$ cat src/rtl/i2c_cmd_sequencer_if.sv
// Command, I2C-master and response signals of the i2c_cmd_sequencer.
// The slave modport is the sequencer's view; the master modport is its environment's view.
interface i2c_cmd_sequencer_if #(
    parameter int unsigned DEPTH = 4
);
    localparam int unsigned CW = $clog2(DEPTH + 1);

    logic          cmd_valid;
    logic          cmd_ready;
    logic [6:0]    cmd_dev_addr;
    logic [7:0]    cmd_inner_addr;
    logic [7:0]    cmd_wdata;
    logic          cmd_rw;
    logic [6:0]    devAddr;
    logic [7:0]    devInnerAddr;
    logic [7:0]    sendData;
    logic          rw;
    logic          go;
    logic          done;
    logic [7:0]    readData;
    logic          rsp_valid;
    logic          rsp_ready;
    logic [7:0]    rsp_data;
    logic          rsp_rw;
    logic          rsp_timeout;
    logic          busy;
    logic [CW-1:0] queue_count;

    modport slave (
        input  cmd_valid, cmd_dev_addr, cmd_inner_addr, cmd_wdata, cmd_rw,
        input  done, readData, rsp_ready,
        output cmd_ready, devAddr, devInnerAddr, sendData, rw, go,
        output rsp_valid, rsp_data, rsp_rw, rsp_timeout, busy, queue_count
    );

    modport master (
        output cmd_valid, cmd_dev_addr, cmd_inner_addr, cmd_wdata, cmd_rw,
        output done, readData, rsp_ready,
        input  cmd_ready, devAddr, devInnerAddr, sendData, rw, go,
        input  rsp_valid, rsp_data, rsp_rw, rsp_timeout, busy, queue_count
    );
endinterface

$ cat src/rtl/i2c_cmd_sequencer.sv
// Queues register-level I2C transactions, issues them one at a time to the
// I2C master, and returns one response (read data or timeout) per command.
module i2c_cmd_sequencer #(
    parameter int unsigned DEPTH   = 4,
    parameter int unsigned TIMEOUT = 50000
) (
    input  logic               clk,
    input  logic               rst,
    i2c_cmd_sequencer_if.slave bus
);
    localparam int unsigned CW = $clog2(DEPTH + 1);
    localparam int unsigned PW = $clog2(DEPTH);
    localparam int unsigned TW = $clog2(TIMEOUT);

    typedef enum logic [1:0] {IDLE, WAIT, RESP} state_e;

    typedef struct packed {
        logic [6:0] dev_addr;
        logic [7:0] inner_addr;
        logic [7:0] wdata;
        logic       rw;
    } cmd_t;

    cmd_t          mem_q [DEPTH];
    logic [PW-1:0] wr_ptr_q, wr_ptr_d, rd_ptr_q, rd_ptr_d;
    logic [CW-1:0] count_q, count_d;
    state_e        state_q, state_d;
    logic [TW-1:0] timer_q, timer_d;
    cmd_t          cur_q, cur_d;
    logic          done_q;
    logic          go_q, go_d;
    logic          cmd_ready_q, cmd_ready_d;
    logic          busy_q, busy_d;
    logic          rsp_valid_q, rsp_valid_d;
    logic [7:0]    rsp_data_q, rsp_data_d;
    logic          rsp_rw_q, rsp_rw_d;
    logic          rsp_timeout_q, rsp_timeout_d;
    logic          push_c, pop_c, done_rise_c;

    // A done level that was already high before this cycle is not a completion.
    assign push_c      = bus.cmd_valid & cmd_ready_q;
    assign done_rise_c = bus.done & ~done_q;

    always_comb begin
        state_d       = state_q;
        timer_d       = timer_q;
        cur_d         = cur_q;
        go_d          = go_q;
        rsp_valid_d   = rsp_valid_q;
        rsp_data_d    = rsp_data_q;
        rsp_rw_d      = rsp_rw_q;
        rsp_timeout_d = rsp_timeout_q;
        pop_c         = 1'b0;
        case (state_q)
            IDLE: begin
                if (count_q != '0) begin
                    pop_c   = 1'b1;
                    cur_d   = mem_q[rd_ptr_q];
                    go_d    = 1'b1;
                    timer_d = '0;
                    state_d = WAIT;
                end
            end
            WAIT: begin
                timer_d = timer_q + TW'(1);
                if (done_rise_c) begin
                    rsp_data_d    = cur_q.rw ? bus.readData : 8'h00;
                    rsp_rw_d      = cur_q.rw;
                    rsp_timeout_d = 1'b0;
                    go_d          = 1'b0;
                    rsp_valid_d   = 1'b1;
                    state_d       = RESP;
                end else if (timer_q == TW'(TIMEOUT - 1)) begin
                    rsp_data_d    = 8'h00;
                    rsp_rw_d      = cur_q.rw;
                    rsp_timeout_d = 1'b1;
                    go_d          = 1'b0;
                    rsp_valid_d   = 1'b1;
                    state_d       = RESP;
                end
            end
            RESP: begin
                if (bus.rsp_ready) begin
                    rsp_valid_d = 1'b0;
                    state_d     = IDLE;
                end
            end
            default: state_d = IDLE;
        endcase

        // FIFO bookkeeping; ready deliberately ignores a same-cycle pop.
        wr_ptr_d    = push_c ? wr_ptr_q + PW'(1) : wr_ptr_q;
        rd_ptr_d    = pop_c  ? rd_ptr_q + PW'(1) : rd_ptr_q;
        count_d     = count_q + CW'(push_c) - CW'(pop_c);
        cmd_ready_d = count_d < CW'(DEPTH);
        busy_d      = (state_d != IDLE) || (count_d != '0);
    end

    always_ff @(posedge clk or negedge rst) begin
        if (!rst) begin
            state_q       <= IDLE;
            timer_q       <= '0;
            cur_q         <= '0;
            done_q        <= 1'b0;
            go_q          <= 1'b0;
            wr_ptr_q      <= '0;
            rd_ptr_q      <= '0;
            count_q       <= '0;
            cmd_ready_q   <= 1'b0;
            busy_q        <= 1'b0;
            rsp_valid_q   <= 1'b0;
            rsp_data_q    <= 8'h00;
            rsp_rw_q      <= 1'b0;
            rsp_timeout_q <= 1'b0;
        end else begin
            state_q       <= state_d;
            timer_q       <= timer_d;
            cur_q         <= cur_d;
            done_q        <= bus.done;
            go_q          <= go_d;
            wr_ptr_q      <= wr_ptr_d;
            rd_ptr_q      <= rd_ptr_d;
            count_q       <= count_d;
            cmd_ready_q   <= cmd_ready_d;
            busy_q        <= busy_d;
            rsp_valid_q   <= rsp_valid_d;
            rsp_data_q    <= rsp_data_d;
            rsp_rw_q      <= rsp_rw_d;
            rsp_timeout_q <= rsp_timeout_d;
        end
    end

    // Storage needs no reset: only entries behind a valid write pointer are read.
    always_ff @(posedge clk) begin
        if (push_c) begin
            mem_q[wr_ptr_q] <= cmd_t'{dev_addr:   bus.cmd_dev_addr,
                                      inner_addr: bus.cmd_inner_addr,
                                      wdata:      bus.cmd_wdata,
                                      rw:         bus.cmd_rw};
        end
    end

    assign bus.cmd_ready    = cmd_ready_q;
    assign bus.devAddr      = cur_q.dev_addr;
    assign bus.devInnerAddr = cur_q.inner_addr;
    assign bus.sendData     = cur_q.wdata;
    assign bus.rw           = cur_q.rw;
    assign bus.go           = go_q;
    assign bus.rsp_valid    = rsp_valid_q;
    assign bus.rsp_data     = rsp_data_q;
    assign bus.rsp_rw       = rsp_rw_q;
    assign bus.rsp_timeout  = rsp_timeout_q;
    assign bus.busy         = busy_q;
    assign bus.queue_count  = count_q;
endmodule

$ cat src/flat_wrapper.sv
// flat-port wrapper written by rule: the top's interface ports become plain ports
module i2c_cmd_sequencer_flat 
#(
    parameter int unsigned DEPTH   = 4,
    parameter int unsigned TIMEOUT = 50000
)
  (clk, rst, bus_cmd_valid, bus_cmd_dev_addr, bus_cmd_inner_addr, bus_cmd_wdata, bus_cmd_rw, bus_done, bus_readData, bus_rsp_ready, bus_cmd_ready, bus_devAddr, bus_devInnerAddr, bus_sendData, bus_rw, bus_go, bus_rsp_valid, bus_rsp_data, bus_rsp_rw, bus_rsp_timeout, bus_busy, bus_queue_count);
  i2c_cmd_sequencer_if #(.DEPTH(DEPTH)) bus_i ();
  input  logic clk;
  input  logic rst;
  input wire logic [$bits(bus_i.cmd_valid)-1:0] bus_cmd_valid;
  input wire logic [$bits(bus_i.cmd_dev_addr)-1:0] bus_cmd_dev_addr;
  input wire logic [$bits(bus_i.cmd_inner_addr)-1:0] bus_cmd_inner_addr;
  input wire logic [$bits(bus_i.cmd_wdata)-1:0] bus_cmd_wdata;
  input wire logic [$bits(bus_i.cmd_rw)-1:0] bus_cmd_rw;
  input wire logic [$bits(bus_i.done)-1:0] bus_done;
  input wire logic [$bits(bus_i.readData)-1:0] bus_readData;
  input wire logic [$bits(bus_i.rsp_ready)-1:0] bus_rsp_ready;
  output wire logic [$bits(bus_i.cmd_ready)-1:0] bus_cmd_ready;
  output wire logic [$bits(bus_i.devAddr)-1:0] bus_devAddr;
  output wire logic [$bits(bus_i.devInnerAddr)-1:0] bus_devInnerAddr;
  output wire logic [$bits(bus_i.sendData)-1:0] bus_sendData;
  output wire logic [$bits(bus_i.rw)-1:0] bus_rw;
  output wire logic [$bits(bus_i.go)-1:0] bus_go;
  output wire logic [$bits(bus_i.rsp_valid)-1:0] bus_rsp_valid;
  output wire logic [$bits(bus_i.rsp_data)-1:0] bus_rsp_data;
  output wire logic [$bits(bus_i.rsp_rw)-1:0] bus_rsp_rw;
  output wire logic [$bits(bus_i.rsp_timeout)-1:0] bus_rsp_timeout;
  output wire logic [$bits(bus_i.busy)-1:0] bus_busy;
  output wire logic [$bits(bus_i.queue_count)-1:0] bus_queue_count;
  assign bus_i.cmd_valid = bus_cmd_valid;
  assign bus_i.cmd_dev_addr = bus_cmd_dev_addr;
  assign bus_i.cmd_inner_addr = bus_cmd_inner_addr;
  assign bus_i.cmd_wdata = bus_cmd_wdata;
  assign bus_i.cmd_rw = bus_cmd_rw;
  assign bus_i.done = bus_done;
  assign bus_i.readData = bus_readData;
  assign bus_i.rsp_ready = bus_rsp_ready;
  assign bus_cmd_ready = bus_i.cmd_ready;
  assign bus_devAddr = bus_i.devAddr;
  assign bus_devInnerAddr = bus_i.devInnerAddr;
  assign bus_sendData = bus_i.sendData;
  assign bus_rw = bus_i.rw;
  assign bus_go = bus_i.go;
  assign bus_rsp_valid = bus_i.rsp_valid;
  assign bus_rsp_data = bus_i.rsp_data;
  assign bus_rsp_rw = bus_i.rsp_rw;
  assign bus_rsp_timeout = bus_i.rsp_timeout;
  assign bus_busy = bus_i.busy;
  assign bus_queue_count = bus_i.queue_count;
  i2c_cmd_sequencer #(.DEPTH(DEPTH), .TIMEOUT(TIMEOUT)) u_core (.clk(clk), .rst(rst), .bus(bus_i));
endmodule
$ cat config.mk
export PLATFORM = sky130hd
export DESIGN_NAME = i2c_cmd_sequencer_flat
export DESIGN_NICKNAME = d
export VERILOG_FILES = /design/src/rtl/i2c_cmd_sequencer_if.sv /design/src/rtl/i2c_cmd_sequencer.sv /design/src/flat_wrapper.sv
export SDC_FILE = /design/constraint.sdc
export NUM_CORES = 1
export LEC_CHECK = 0
export CAP_MARGIN = 20
export CORE_ASPECT_RATIO = 0.7
export CORE_MARGIN = 2
export CORE_UTILIZATION = 50
export DETAILED_ROUTE_END_ITERATION = 12
export PLACE_DENSITY = 0.73
export SLEW_MARGIN = 15
export SYNTH_ARGS = -nofsm -noshare
export SYNTH_HDL_FRONTEND = slang
export SYNTH_SLANG_ARGS = --single-unit
$ cat constraint.sdc
create_clock -name clk -period 4.3 [get_ports clk]
set_input_delay 0.86 -clock clk [delete_from_list [all_inputs] [get_ports clk]]
set_output_delay 0.86 -clock clk [all_outputs]
set_load 0.03 [all_outputs]
# After elaboration in Yosys (flattened, before gate mapping)
# Memories as Yosys holds them, arrays and structs flattened. A register that Yosys moved wholly into a read port is not among the register bits.
# Cells that the tools add are included.
[classes] add_sub_neg=5 order_cmp=1 n_eq_ne=6 mux=25 bitwise_logic=3 n_reduce_logical=14
[op_table] operator="16-bit case mux with 2 select lines" n=1
[op_table] operator="8-bit two-way mux" n=3
[op_table] operator="16-bit by 1-bit adder with 16-bit output, second input constant" n=1
[op_table] operator="16-bit equality test, second input constant" n=1
[op_table] operator="16-bit two-way mux" n=1
[op_table] operator="1-bit two-way mux" n=13
[op_table] operator="2-bit two-way mux" n=4
[op_table] operator="2-bit nonzero test" n=4
[op_table] operator="2-bit case mux with 3 select lines" n=1
[op_table] operator="2-bit AND reduction" n=3
[op_table] operator="3-bit AND reduction" n=2
[op_table] operator="3-bit nonzero test" n=2
[op_table] operator="2-bit by 1-bit adder with 2-bit output, second input constant" n=2
[op_table] operator="1-bit case mux with 2 select lines" n=2
[op_table] operator="3-bit by 1-bit adder with 3-bit output" n=1
[op_table] operator="3-bit less-than comparator, second input constant" n=1
[op_table] operator="3-bit by 1-bit inequality test with 1-bit output, second input constant" n=1
[op_table] operator="3-bit by 1-bit subtractor with 3-bit output" n=1
[op_table] operator="1-bit AND" n=2
[op_table] operator="2-bit by 1-bit equality test with 1-bit output, second input constant" n=1
[op_table] operator="2-bit equality test, second input constant" n=1
[op_table] operator="2-bit zero test" n=1
[op_table] operator="2-bit by 1-bit inequality test with 1-bit output, second input constant" n=1
[op_table] operator="2-bit inequality test, second input constant" n=1
[op_table] operator="other kinds (3)" n=3
[word_totals] regBits=40 mem_bits_rw=96 inputBits=37 output_inout_bits=41 wordCells=68 mem_count=1
[mem_list] name="u_core.mem_q" words=4 word_bits=24 read_ports=1 rd_clocked_by_memory_dff=1 wr=1 line_no="i2c_cmd_sequencer.sv:24" text="cmd_t mem_q [DEPTH];"

# Logic depth before layout (Yosys ltp)
# Gate-level depths: netlist of the first run.
[logic_depth] ltp_word=6 mapped_depth=12

# Least setup slack after synthesis of the first run
# OpenSTA, ideal clock, no wires.
[synth_timing] path_type="register to register" startpoint="register u_core.count_q[1], in the netlist u_core.bus.queue_count[1]" endpoint="register u_core.busy_q, in the netlist u_core.bus.busy" setup_time_ps=139 arrival_time_ps=2605 setup_slack_ps=1555 stages_incl_launch_ff=13 path_buffers=1 period_less_slack_ps=2745 path_cell_list="dfrtp_1 -> nor3_1 -> or3_1 -> clkinv_1 -> buf_2 -> ha_1 -> inv_1 -> ha_1 -> inv_1 -> fa_1 -> xor2_1 -> xnor2_1 -> nand4_1"
[synth_between] elab_chain_len=6
[synth_rtl] item="from (decl)" line_no="i2c_cmd_sequencer.sv:26" text="logic [CW-1:0] count_q, count_d;"
[synth_rtl] item="from (signal assigned)" line_no="i2c_cmd_sequencer.sv:123" text="count_q <= count_d;"
[synth_rtl] item="3-bit nonzero test" line_no="i2c_cmd_sequencer.sv:56" text="if (count_q != '0) begin"
[synth_rtl] item="1-bit two-way mux" line_no="i2c_cmd_sequencer.sv:56"
[synth_rtl] item="1-bit two-way mux" line_no="i2c_cmd_sequencer.sv:54" text="case (state_q)"
[synth_rtl] item="named net u_core.pop_c" line_no="i2c_cmd_sequencer.sv:38" text="logic push_c, pop_c, done_rise_c;"
[synth_rtl] item="3-bit by 1-bit subtractor with 3-bit output" line_no="i2c_cmd_sequencer.sv:94" text="count_d = count_q + CW'(push_c) - CW'(pop_c);"
[synth_rtl] item="3-bit nonzero test" line_no="i2c_cmd_sequencer.sv:96" text="busy_d = (state_d != IDLE) || (count_d != '0);"
[synth_rtl] item="1-bit logical OR" line_no="i2c_cmd_sequencer.sv:96"
[synth_rtl] item="named net u_core.busy_d" line_no="i2c_cmd_sequencer.sv:33" text="logic busy_q, busy_d;"
[synth_rtl] item="to (signal assigned)" line_no="i2c_cmd_sequencer.sv:125" text="busy_q <= busy_d;"
[synth_rtl] item="to (decl)" line_no="i2c_cmd_sequencer.sv:33"
# The timed path passes the listed nets, and every way through them passes these cells.
# A chain may end at the register's enable or synchronous reset.

# Final worst setup path of the first run
[layout_timing] startpoint="register u_core.count_q[1], in the netlist u_core.bus.queue_count[1]" endpoint="register u_core.busy_q, in the netlist u_core.bus.busy"
[layout_between] elab_chain_len=6
[layout_rtl] item="parallel branches: the longest is 5 deep, another holds 3-bit by 1-bit adder with 3-bit output"
[layout_rtl] item="1-bit logical OR (*)" line_no="i2c_cmd_sequencer.sv:96"
[layout_rtl] item="named net u_core.busy_d" line_no="i2c_cmd_sequencer.sv:33"
# Mark *: on every way through the listed nets, which the timed path passes.

==> results.cfg, run 1 <==
[outcome]
status = finished, final reports clean

[floorplanning]
dieWidth_um = 137
rows = 34
ios = 78
dieHeight_um = 97.3
core-area_mm2 = 0.0123
dieArea_mm2 = 0.0134
start_util = 0.506

[route]
wl_per_cell_um = 17.9
vias_per_cell = 5.27
drt_iter0_drc = 198
finalWirelength_mm = 11.8
vias = 3474
drt-pass1-iter-count = 4
antenna_left = 0
remaining_drc_errors = 0

[run]
maxCapViolCount = 0

[setup_path]
cpLargestDelayFamily = adder cells
path_cells = nor3_1 -> or3_1 -> clkinv_1 -> ha_1 -> inv_1 -> ha_1 -> inv_1 -> fa_1 -> xor2_1 -> xnor2_1 -> nand4_1
critPathLaunchType = flip-flop
critPathRequiredTime_ns = 4.56
crit_slowest_cell = dfrtp_1
path_max_fanout = 4
slowest_delay_ns = 0.44
worst-path-buf-inv = 3
end_kind = flip-flop
arrival_ns = 2.82
critPathKind = reg2reg

[sta]
skew_ns = 0.0102
finalHoldViolCount = 0
fin_crit_ns = 2.56
drv_slew = 0
fin_setup_tns_ns = 0
grt_setup_unrepaired = false
setup_viol = 0
maxSlewHeadroom = 0.436
worstMarginPinSlew_ns = 0.845
fmax_mhz = 391
finalCritPeriodShare = 0.594

[clock_tree]
cts_tree = yes
cts_max_level = 4
cts-buffers-inserted = 17
clock_latency_ns = 0.41
path_clk_slew_ns = 0.07
cts_resized = 0
cts_root_buffer = clkbuf_16
cts_setup_buffers = 0
cts_max_path_buffers = 2
cts_sinks = 160
holdBufCountCts = 0

[synthesis]
synth_top_area_share = 0.463
synth_adder_area_share = 0.0173
synth_flop_cell = edfxtp_1
ys_types = 44
yosys.area_share.simple = 0.0964
yosys_warnings = 0
synth_xor_area_frac = 0.00704
synth_largest_area_cell = edfxtp_1
synth_cells = 397
syn-mean-instance-area_um2 = 15.7
synth_edf_count = 96
ys_top_cells_by_area = edfxtp_1 46%, dfrtp_1 26%, mux4_2 8.7%
yosysSeqAreaShare = 0.721
synth_nets = 442
ys_async_sr_fraction = 0.400
synth-seq-cells = 160
synth-compound-area-share = 0.0422
synth_area_mm2 = 0.00622
synth_top_family_by_area = simple AND/OR/NAND/NOR gates
synth_mux_area_frac = 0.0935

[grt]
grt_max_degree = 38
grt.met1_usage = 0.278
met2_usage = 0.283
grt_pass1_wl_mm = 19.3
globalRouteMet3Util = 0.0589
busiest_layer = met2
antenna_found_initial = 0
overflow = 0
grt_use_total = 0.195
grt_pass1_vias = 3744

[pwr]
intPower_w = 0.00369
switching_share = 0.344
power_frac_comb = 0.332
power.switching_w = 0.00194
leakage_nw = 3.02
vdd_drop_max_uv = 366
p_per_area_mw_per_mm2 = 727
power.clock.fraction = 0.262
seqPwrFrac = 0.406

[finish]
area_delta_synth_final_pct = 24.5
drive_gt1_frac = 0.139
num-nets-final = 529
diodes = 0
fin_cells = 659

[placement]
hpwl_mm = 7.45
port_buffers = 77
gp_congestion = 0.818
place_inst = 626

[hold_path]
hold_class = reg2reg
==> cell usage after synthesis (2+ instances only) <==
| library cell | count |
|---|---|
| dfrtp_1 | 64 |
| clkbuf_1 | 3 |
| mux4_2 | 24 |
| edfxtp_1 | 96 |
| mux2i_1 | 3 |
| o211ai_1 | 4 |
| nand2b_1 | 2 |
| nor2_1 | 7 |
| and3_1 | 6 |
| o31ai_1 | 4 |
| nand4_1 | 4 |
| xnor2_1 | 4 |
| inv_1 | 10 |
| a22o_1 | 8 |
| a21o_1 | 2 |
| nor3_1 | 2 |
| nand2_1 | 93 |
| nand3_1 | 8 |
| buf_2 | 7 |
| ha_1 | 7 |
| buf_6 | 3 |
| and4_1 | 2 |
| buf_1 | 3 |
| o21ai_0 | 11 |
==> cells in the final DEF (no fill, tap or decap), drive strengths merged, types with 3 or more instances in the layout <==
cell           instances
nor2                   7
dfrtp                 64
mux2i                  3
o211ai                 4
mux4                  24
and3                   6
nand2                 93
edfxtp                96
nand4                  4
xnor2                  4
buf                    9
o21ai                 11
a22o                   8
clkinv                 6
clkbuf                18
ha                     7
o31ai                  4
nand3                  8
clkdlybuf4s50         76
inv                   15
==> path summary, 6_finish.rpt <==
check	start	endpoint	slack [ns]	cells past startpoint
worst min-delay path	u_core.bus.devInnerAddr[5]	u_core.bus.devInnerAddr[5]	0.47	2
worst max register to register	u_core.bus.queue_count[1]	u_core.bus.busy	1.74	11
worst max-delay path	u_core.bus.queue_count[1]	u_core.bus.busy	1.74	11
min in group asynchronous	rst	u_core.bus.devInnerAddr[7]	0.54	1
worst min register to register	u_core.bus.devInnerAddr[5]	u_core.bus.devInnerAddr[5]	0.47	2
max in group asynchronous	rst	u_core.bus.devAddr[6]	2.84	2
==> metal layers <==
layer | wire length, µm | vias to the layer above
li1 | - | 1640
met1 | 5350 | 1712
met2 | 5660 | 112
met3 | 731 | 10
met4 | 88 | 0
met5 | 0 | -
==> power groups by stage <==
stage | clock (W) | sequential, W | combinational, W
2_1_floorplan | 0 | 0.00256 | 0.000927
3_3_place_gp | 0 | 0.00232 | 0.00180
3_5_place_dp | 0 | 0.00234 | 0.00185
4_1_cts | 0.00151 | 0.00232 | 0.00186
5_1_grt | 0.00158 | 0.00234 | 0.00203
6_report | 0.00148 | 0.00229 | 0.00187
==> sequential cells by signal, summed over array words and instances, names as in the netlist, 2 cells and up <==
signal and count:
u_core.timer_q 16, u_core.mem_q 96, u_core.wr_ptr_q 2, u_core.bus.queue_count 3
u_core.bus.rsp_data 8, u_core.bus.sendData 8, u_core.state_q 2, u_core.rd_ptr_q 2
u_core.bus.devInnerAddr 8, u_core.bus.devAddr 7
==> cell type report <==
cell class / instances / area (µm²)
fillers: 901 / 4550
flip-flops and latches: 160 / 4490
multi-input cells: 209 / 1600
repair buffers: 85 / 833
clock buffers: 18 / 429
well taps: 162 / 203
clock inverters: 14 / 158
inverters: 11 / 41.3
==> cell families after synthesis <==
| group | after synthesis |
|---|---|
| AO/OA/AOI/OAI | 35 |
| flip-flops | 160 |
| AND/OR/NAND/NOR | 133 |
| buffers and inverters | 28 |
| XOR/XNOR | 5 |
| multiplexers | 28 |
| adder cells (fa/ha/maj) | 8 |
==> worst register-to-register path, delay by kind of cell (launching register included) <==
family / cells / cell delay [ns]
flops: 1 / 0.44
simple gates: 3 / 0.56
buf+inv: 3 / 0.19
xor+xnor: 2 / 0.46
fa+ha+maj: 3 / 0.77
==> through the flow <==
| step | setup slack (ns) | power (W) | cell area [µm²] | util | hold slack [ns] |
|---|---|---|---|---|---|
| after floorplan | 1.56 | 0.00349 | 6220 | - | 0.447 |
| after global placement | 1.53 | 0.00413 | 7140 | 0.581 | 0.457 |
| after detailed placement | 1.40 | 0.00419 | 7140 | 0.581 | 0.462 |
| after CTS | 1.74 | 0.00569 | 7730 | 0.629 | 0.477 |
| after global routing | 1.49 | 0.00595 | 7740 | 0.630 | 0.505 |
| final | 1.74 | 0.00563 | 7740 | 0.630 | 0.474 |
Power figures use the tool's default switching activity.
==> inputs of run 2 (changes only) <==
PLACE_DENSITY = 0.76   (was 0.73)
clock period = 2.3 ns   (was 4.3 ns; I/O delays follow)
==> results.cfg, run 2 (synthesis gave the netlist of run 1 again) <==
[placement]
gp_congestion = 0.837
placed_area_mm2 = 0.00734
port_buffers = 77
hpwl_mm = 7.24
preCtsSetupSlack_ns = -0.0508

[finish]
regMostFlops = u_core.mem_q
num-nets-final = 541
nFillCells = 861
area_delta_synth_final_pct = 28.3
top_regs = u_core.mem_q: 96 flops, u_core.timer_q: 16 flops
drive_gt1_frac = 0.179
largest_reg_flops = 96
final_common_cell = edfxtp_1
diodes = 0
layout_common_cells = 96 x edfxtp_1, 93 x nand2_1, 76 x clkdlybuf4s50_1
fin_area_mm2 = 0.00798

[pwr]
power.total_w = 0.0110
vdd_drop_max_uv = 935
p_per_area_mw_per_mm2 = 1380
leakage_nw = 3.11

[setup_path]
critPathRequiredTime_ns = 2.58
critPathKind = reg2reg
arrival_ns = 2.49
end_kind = flip-flop
critPathLaunchType = flip-flop
path_max_fanout = 3

[floorplanning]
ios = 78
dieWidth_um = 137
rows = 34
start_util = 0.506
dieArea_mm2 = 0.0134
core-area_mm2 = 0.0123
dieHeight_um = 97.3

[sta]
maxSlewHeadroom = 0.676
fin_crit_ns = 2.21
finalCritPeriodShare = 0.961
fmax_mhz = 453
skew_ns = 0.0140
worstMarginPinSlew_ns = 0.486
drv_slew = 0
layout_setup_ws_ns = 0.0905
setup_viol = 0
finalHoldViolCount = 0

[clock_tree]
clock_latency_ns = 0.41
cts-buffers-inserted = 17
path_clk_slew_ns = 0.06
cts_tree = yes
cts_root_buffer = clkbuf_16
cts_sinks = 160
cts_max_path_buffers = 2
cts_max_level = 4
holdBufCountCts = 0

[route]
remaining_drc_errors = 0
vias_per_cell = 5.31
vias = 3564
finalWirelength_mm = 11.9
drt_iter0_drc = 202
antenna_left = 0
drt-pass1-iter-count = 4
wl_per_cell_um = 17.8

[grt]
grt_use_total = 0.195
antenna_found_initial = 0
grt_pass1_wl_mm = 19.4
grt_max_degree = 65
grt_pass1_vias = 3727
overflow = 0

[run]
maxCapViolCount = 0

[hold_path]
hold_class = in2async

[outcome]
status = finished, final reports clean
[run 2: cell type report]
class / count / area (µm²) / area share
multi-input cells: 209 / 1650 / 0.207
clock buffers: 22 / 464 / 0.0582
repair buffers: 97 / 991 / 0.124
clock inverters: 10 / 136 / 0.0171
inverters: 11 / 43.8 / 0.00549
well taps: 162 / 203 / 0.0254
flip-flops and latches: 160 / 4490 / 0.562
[run 2: metal layers]
metal	track usage	up-vias	wire length (µm)	part of all wire
met1	0.278	1793	5360	0.45
met4	0.0595	0	127	0.011
li1	-	1663	-	-
met5	0	-	0	0
met2	0.306	97	5750	0.48
met3	0.0428	11	706	0.059
[run 2: power by group]
group / internal, W / switching [W] / leakage, nW / total, W
combinational: 0.00179 / 0.00219 / 1.15 / 0.00398
clock: 0.00176 / 0.00108 / 0.288 / 0.00284
sequential: 0.00377 / 0.000386 / 1.67 / 0.00415
[run 2: through the flow]
step / hold slack (ns) / setup TNS, ns / util / instances
CTS: 0.0630 / 0 / 0.646 / 670
global placement: 0.457 / 0 / 0.597 / 637
global route: 0.0775 / -0.000521 / 0.649 / 671
finish: 0.0500 / 0 / 0.649 / 671
floorplan: 0.164 / -0.452 / - / 397
detailed placement: 0.462 / -0.0547 / 0.597 / 637
[run 2: worst max-delay path, cell delays in order (launching register included)]
cell	delay, ns
dfrtp_2	0.39
nor3_4	0.05
or3_4	0.38
inv_4	0.07
ha_4	0.19
inv_2	0.06
ha_4	0.11
inv_2	0.03
fa_2	0.34
xor2_2	0.16
xnor2_2	0.20
nand4_1	0.10
[run 2: final timing paths]
path / slack (ns) / endpoint / depth (start not counted) / from
max in group asynchronous: 1.92 / u_core.bus.queue_count[2] / 2 / rst
min in group clk: 0.47 / u_core.bus.devInnerAddr[1] / 2 / u_core.bus.devInnerAddr[1]
setup reg to reg: 0.09 / u_core.bus.busy / 11 / u_core.bus.queue_count[0]
hold reg to reg: 0.47 / u_core.bus.devInnerAddr[1] / 2 / u_core.bus.devInnerAddr[1]
hold / removal: 0.05 / u_core.bus.devInnerAddr[2] / 2 / rst
setup / recovery: 0.09 / u_core.bus.busy / 11 / u_core.bus.queue_count[0]
[run 2: timing repair]
| item | CTS | global route |
|---|---|---|
| pin swaps | 1 | 4 |
| hold endpoints to repair | 0 | 0 |
| buffers inserted | 1 | 1 |
| resized for setup | 0 | 5 |
| endpoints found under the setup margin | 1 | 3 |
